$ cat src/rtl/decoder_scan_nx_pkg.sv
// Shared definitions for the scanning one-hot select decoder.
package decoder_scan_nx_pkg;

  localparam logic MODE_DIRECT = 1'b0;
  localparam logic MODE_SCAN   = 1'b1;

  typedef enum logic [1:0] {
    ACT_HOLD,
    ACT_LOAD,
    ACT_COUNT,
    ACT_STEP
  } idx_action_e;

endpackage

$ cat src/rtl/decoder_scan_nx_onehot_dec.sv
// Generic combinational N-to-2^N one-hot decoder with enable.
module onehot_dec #(
  parameter int N_SEL = 2
) (
  input  logic                  en_i,
  input  logic [N_SEL-1:0]      sel_i,
  output logic [(2**N_SEL)-1:0] oh_o
);

  localparam int OUT_W = 2**N_SEL;

  always_comb begin
    oh_o = '0;
    if (en_i) oh_o = OUT_W'(1) << sel_i;
  end

endmodule

$ cat src/rtl/decoder_scan_nx.sv
// Registered one-hot select decoder: DIRECT decodes din, SCAN steps an index 0..last.
module decoder_scan_nx
  import decoder_scan_nx_pkg::*;
#(
  parameter int N_SEL      = 2,
  parameter int DIV_W      = 16,
  parameter bit ACTIVE_LOW = 1'b0
) (
  input  logic                  clk,
  input  logic                  rst,
  input  logic                  en,
  input  logic                  mode,
  input  logic [N_SEL-1:0]      din,
  input  logic [DIV_W-1:0]      div,
  input  logic [N_SEL-1:0]      last,
  output logic [(2**N_SEL)-1:0] dout,
  output logic [N_SEL-1:0]      idx,
  output logic                  wrap
);

  localparam int OUT_W = 2**N_SEL;
  localparam logic [OUT_W-1:0] DOUT_IDLE = {OUT_W{ACTIVE_LOW}};

  logic [N_SEL-1:0] idx_q, idx_d;
  logic [DIV_W-1:0] presc_q, presc_d;
  logic             wrap_q, wrap_d;
  logic [OUT_W-1:0] dout_q, dout_d;
  logic [OUT_W-1:0] oh;
  idx_action_e      act;

  always_comb begin
    act = ACT_HOLD;
    if (en) begin
      if (mode == MODE_DIRECT)  act = ACT_LOAD;
      else if (presc_q >= div)  act = ACT_STEP;  // >= so a lowered div steps at once
      else                      act = ACT_COUNT;
    end
  end

  always_comb begin
    idx_d   = idx_q;
    presc_d = presc_q;
    wrap_d  = 1'b0;
    unique case (act)
      ACT_HOLD:  ;
      ACT_LOAD: begin
        idx_d   = din;
        presc_d = '0;
      end
      ACT_COUNT: presc_d = presc_q + DIV_W'(1);
      ACT_STEP: begin
        presc_d = '0;
        if (idx_q >= last) begin
          idx_d  = '0;
          wrap_d = 1'b1;
        end else begin
          idx_d = idx_q + N_SEL'(1);
        end
      end
      default: ;
    endcase
  end

  onehot_dec #(.N_SEL(N_SEL)) u_dec (
    .en_i  (en),
    .sel_i (idx_d),
    .oh_o  (oh)
  );

  always_comb begin
    dout_d = ACTIVE_LOW ? ~oh : oh;
  end

  always_ff @(posedge clk or posedge rst) begin
    if (rst) begin
      idx_q   <= '0;
      presc_q <= '0;
      wrap_q  <= 1'b0;
      dout_q  <= DOUT_IDLE;
    end else begin
      idx_q   <= idx_d;
      presc_q <= presc_d;
      wrap_q  <= wrap_d;
      dout_q  <= dout_d;
    end
  end

  assign dout = dout_q;
  assign idx  = idx_q;
  assign wrap = wrap_q;

endmodule

$ cat config.mk
export PLATFORM = sky130hd
export DESIGN_NAME = decoder_scan_nx
export DESIGN_NICKNAME = d
export VERILOG_FILES = /design/src/rtl/decoder_scan_nx_pkg.sv /design/src/rtl/decoder_scan_nx_onehot_dec.sv /design/src/rtl/decoder_scan_nx.sv
export SDC_FILE = /design/constraint.sdc
export NUM_CORES = 1
export LEC_CHECK = 0
export CAP_MARGIN = 20
export CORE_AREA = 4 4 65 67
export CTS_BUF_LIST = sky130_fd_sc_hd__clkbuf_8
export DETAILED_ROUTE_END_ITERATION = 12
export DIE_AREA = 0 0 69 71
export HOLD_SLACK_MARGIN = 0.15
export PLACE_DENSITY = 0.69
export SYNTH_ARGS = -nofsm -noshare
export SYNTH_HDL_FRONTEND = slang
export SYNTH_HIERARCHICAL = 1
export SYNTH_SLANG_ARGS = --single-unit
$ cat constraint.sdc
create_clock -name clk -period 2.28 [get_ports clk]
set_clock_uncertainty 0.15 [all_clocks]
set_input_delay 0.684 -clock clk [delete_from_list [all_inputs] [get_ports clk]]
set_output_delay 0.684 -clock clk [all_outputs]
set_load 0.005 [all_outputs]
==> results_dict.tcl <==
set metrics [dict create \
    yosysTopAreaCellShare_pct 37.8 \
    fmax_mhz 390 \
    switchingPower_mw 0.317 \
    slowest_delay_ns 0.32 \
    io_pins 31 \
    maxSlewViolCount 0 \
    cts_max_level 1 \
    placed_cell_area_mm2 0.00211 \
    synthCells 165 \
    slew_headroom_pct 80.5 \
    final_nets 271 \
    syn_avg_cell_area_um2 9.23 \
    cts_buffers 3 \
    cts_root_buf "clkbuf_8" \
    critPathMostFrequentCell "a211o_1" \
    cp_top_family "compound AO/OA/AOI/OAI gates" \
    p_per_area_mw_per_mm2 451 \
    ys.warnings.count 6 \
    clkPwrFrac_pct 23.4 \
    yosys_register_bits 23 \
    cts_sinks 23 \
    die_area_mm2 0.00490 \
    post_drt_via_cell_ratio 5.10 \
    antennaDiodeCount 0 \
    grtUsageTotal_pct 15.1 \
    rows 22 \
    hold_viol 0 \
    grt-ovfl-total 0 \
    crit_required_ns 2.29 \
    synthFlopType "dfrtp_1" \
    drt_iter0_drc 22 \
    maxCapViolCount 0 \
    hold_class "register to register" \
    gp_congestion 0.776 \
    p_int_mw 0.774 \
    vias 1402 \
    path_class "primary input to register" \
    critPathArrivalTime_ns 2.57 \
    ir_worst_vdd_mv 0.330 \
    drc 0 \
    layout_setup_ws_ns -0.286 \
    leakage_nw 1.18 \
    tightest_slew_ns 0.292 \
    synth_edf_count 0 \
    fin_area_mm2 0.00242 \
    fin_crit_sh_pct 113 \
    clk_path_buf_depth 2 \
    start_util_pct 41.9 \
    grt_pass1_wl_um 6110 \
    busiest_layer "met2" \
    port_buffers 30 \
    clk_latency_ns 0.26 \
    p_sw_share_pct 29.1 \
    status "complete, but fails checks" \
    post-dp-hpwl_um 2710 \
    synth_seq_area_share_pct 37.8 \
    drive_gt1_share_pct 38.8 \
    grt_use_met3_pct 2.70 \
    cts_tree "yes" \
    wl_per_cell_um 13.6 \
    setup_violations 15 \
    synth_commonest_cells "23 x dfrtp_1, 23 x inv_1, 19 x ha_1" \
    start_kind "primary input" \
    async_flop_share_pct 100 \
    ant_nets 0 \
    die_h_um 71 \
    synthTopCellsByArea "dfrtp_1 38%, ha_1 16%, inv_1 5.7%" \
    critPathMaxFanout 5 \
    path_clk_slew_ns 0.09 \
    area.growth.synth_to_final_pct 58.8 \
    dr.pass1.iters 4 \
    cp_slowest_cell "a211o_1" \
    grt_pass1_vias 1388 \
    synthesis.area_mm2 0.00152 \
    grt_use_met2_pct 26.4 \
    antenna_found_initial 0 \
    end_kind "register" \
    rsz0062_at_grt "true" \
    syn_nets 208 \
    drt_wl_total_um 3740 \
    path_buf_inv 3 \
    setup_tns_ns -1.93 \
    met1_usage_pct 19.1 \
    combinationalPowerShare_pct 33.8 \
    failed_checks "setup timing" \
    grt_max_degree 24 \
    die_w_um 69 \
    coreArea_mm2 0.00363 \
    period_needed_ns 2.57 \
    yosysUniqueCellTypes 37 \
    synth_top_area_cell "dfrtp_1" \
    crit_chain "buf_8 > inv_8 > ha_4 > a211o_1 > a31oi_4 > o221ai_2 > a211o_1 > buf_6 > a22oi_2 > o221ai_4 > and3b_1" \
    p_seq_share_pct 42.8 \
]
cell type report:
type,count,area [um^2]
Timing Repair Buffer,61,546
Clock buffer,3,41.3
Tap cell,48,60.1
Clock inverter,1,7.51
Fill cell,287,1220
Inverter,23,93.8
Multi-Input combinational cell,116,1090
Sequential cell,23,576
logic make-up (layout without fill, tap and decap cells):
kind of cell,Yosys count,count (layout),share of synthesized area (%)
multiplexers,3,3,2.05
AND/OR/NAND/NOR,57,57,20.0
buffers and inverters,26,88,6.57
adder cells (fa/ha/maj),19,19,15.6
XOR/XNOR,7,7,4.03
AO/OA/AOI/OAI,30,30,13.9
flip-flops,23,23,37.8
worst paths after layout:
path / from / end / slack, ns / cells past startpoint
hold / removal: presc_q[14] / presc_q[14] / 0.45 / 2
setup / recovery: div[2] / dout[2] / -0.29 / 11
setup reg to reg: presc_q[2] / dout[2] / -0.18 / 9
hold reg to reg: presc_q[14] / presc_q[14] / 0.45 / 2
max in group asynchronous: rst / presc_q[15] / 1.13 / 3
min in group asynchronous: rst / dout[0] / 0.60 / 3
timing repair:
action                     in CTS  in global routing
resized for setup              41                 45
setup buffers                   1                  7
setup endpoints to repair      23                 23
pin swaps                      18                 26
hold buffers                    0                  0
worst register-to-register path: cells and delay by family, from the launching register on:
family	cells	cell delay, ns
AOI/OAI and AO/OA	6	1.24
adders and majority gates	1	0.22
buffers and inverters	1	0.13
DFF	1	0.42
and+or+nand+nor	1	0.20
flip-flops by register name (all words and copies together) (netlist names):
signal and flops:
dout 4, idx 2, presc_q 16, wrap 1
power by group through the flow:
stage | combinational, mW | clock [mW] | sequential, mW
after global placement | 0.304 | 0 | 0.471
after global routing | 0.411 | 0.278 | 0.471
after floorplan | 0.155 | 0 | 0.474
final | 0.369 | 0.255 | 0.467
after detailed placement | 0.316 | 0 | 0.472
after CTS | 0.346 | 0.260 | 0.467
through the flow:
stage          util, %  power (mW)  cells  setup slack (ns)  hold WS (ns)
6_report          66.5        1.09    275            -0.286         0.454
3_3_place_gp      58.1       0.775    265             -1.02         0.413
3_5_place_dp      58.1       0.788    265             -1.09         0.416
4_1_cts           62.4        1.07    269            -0.389         0.456
5_1_grt           66.5        1.16    275            -0.363         0.488
2_1_floorplan        -       0.630    165            -0.378         0.353
placed cells by master (no fill, tap or decap), types with 7 or more instances in the layout:
cell type | Yosys | routed
dfrtp_1 | 23 | 23
clkdlybuf4s50_1 | 0 | 14
inv_1 | 23 | 12
nand2_1 | 7 | 7
nand3_1 | 9 | 8
inv_2 | 0 | 10
buf_4 | 0 | 26
nor2_1 | 14 | 9
ha_4 | 0 | 10
routing by layer:
metal / share of wire (%) / vias up
met5: 0 / -
met4: 0.72 / 0
met3: 3.3 / 2
met2: 52 / 31
met1: 44 / 673
li1: - / 696
Note: power is estimated with default switching activity, not from simulation.
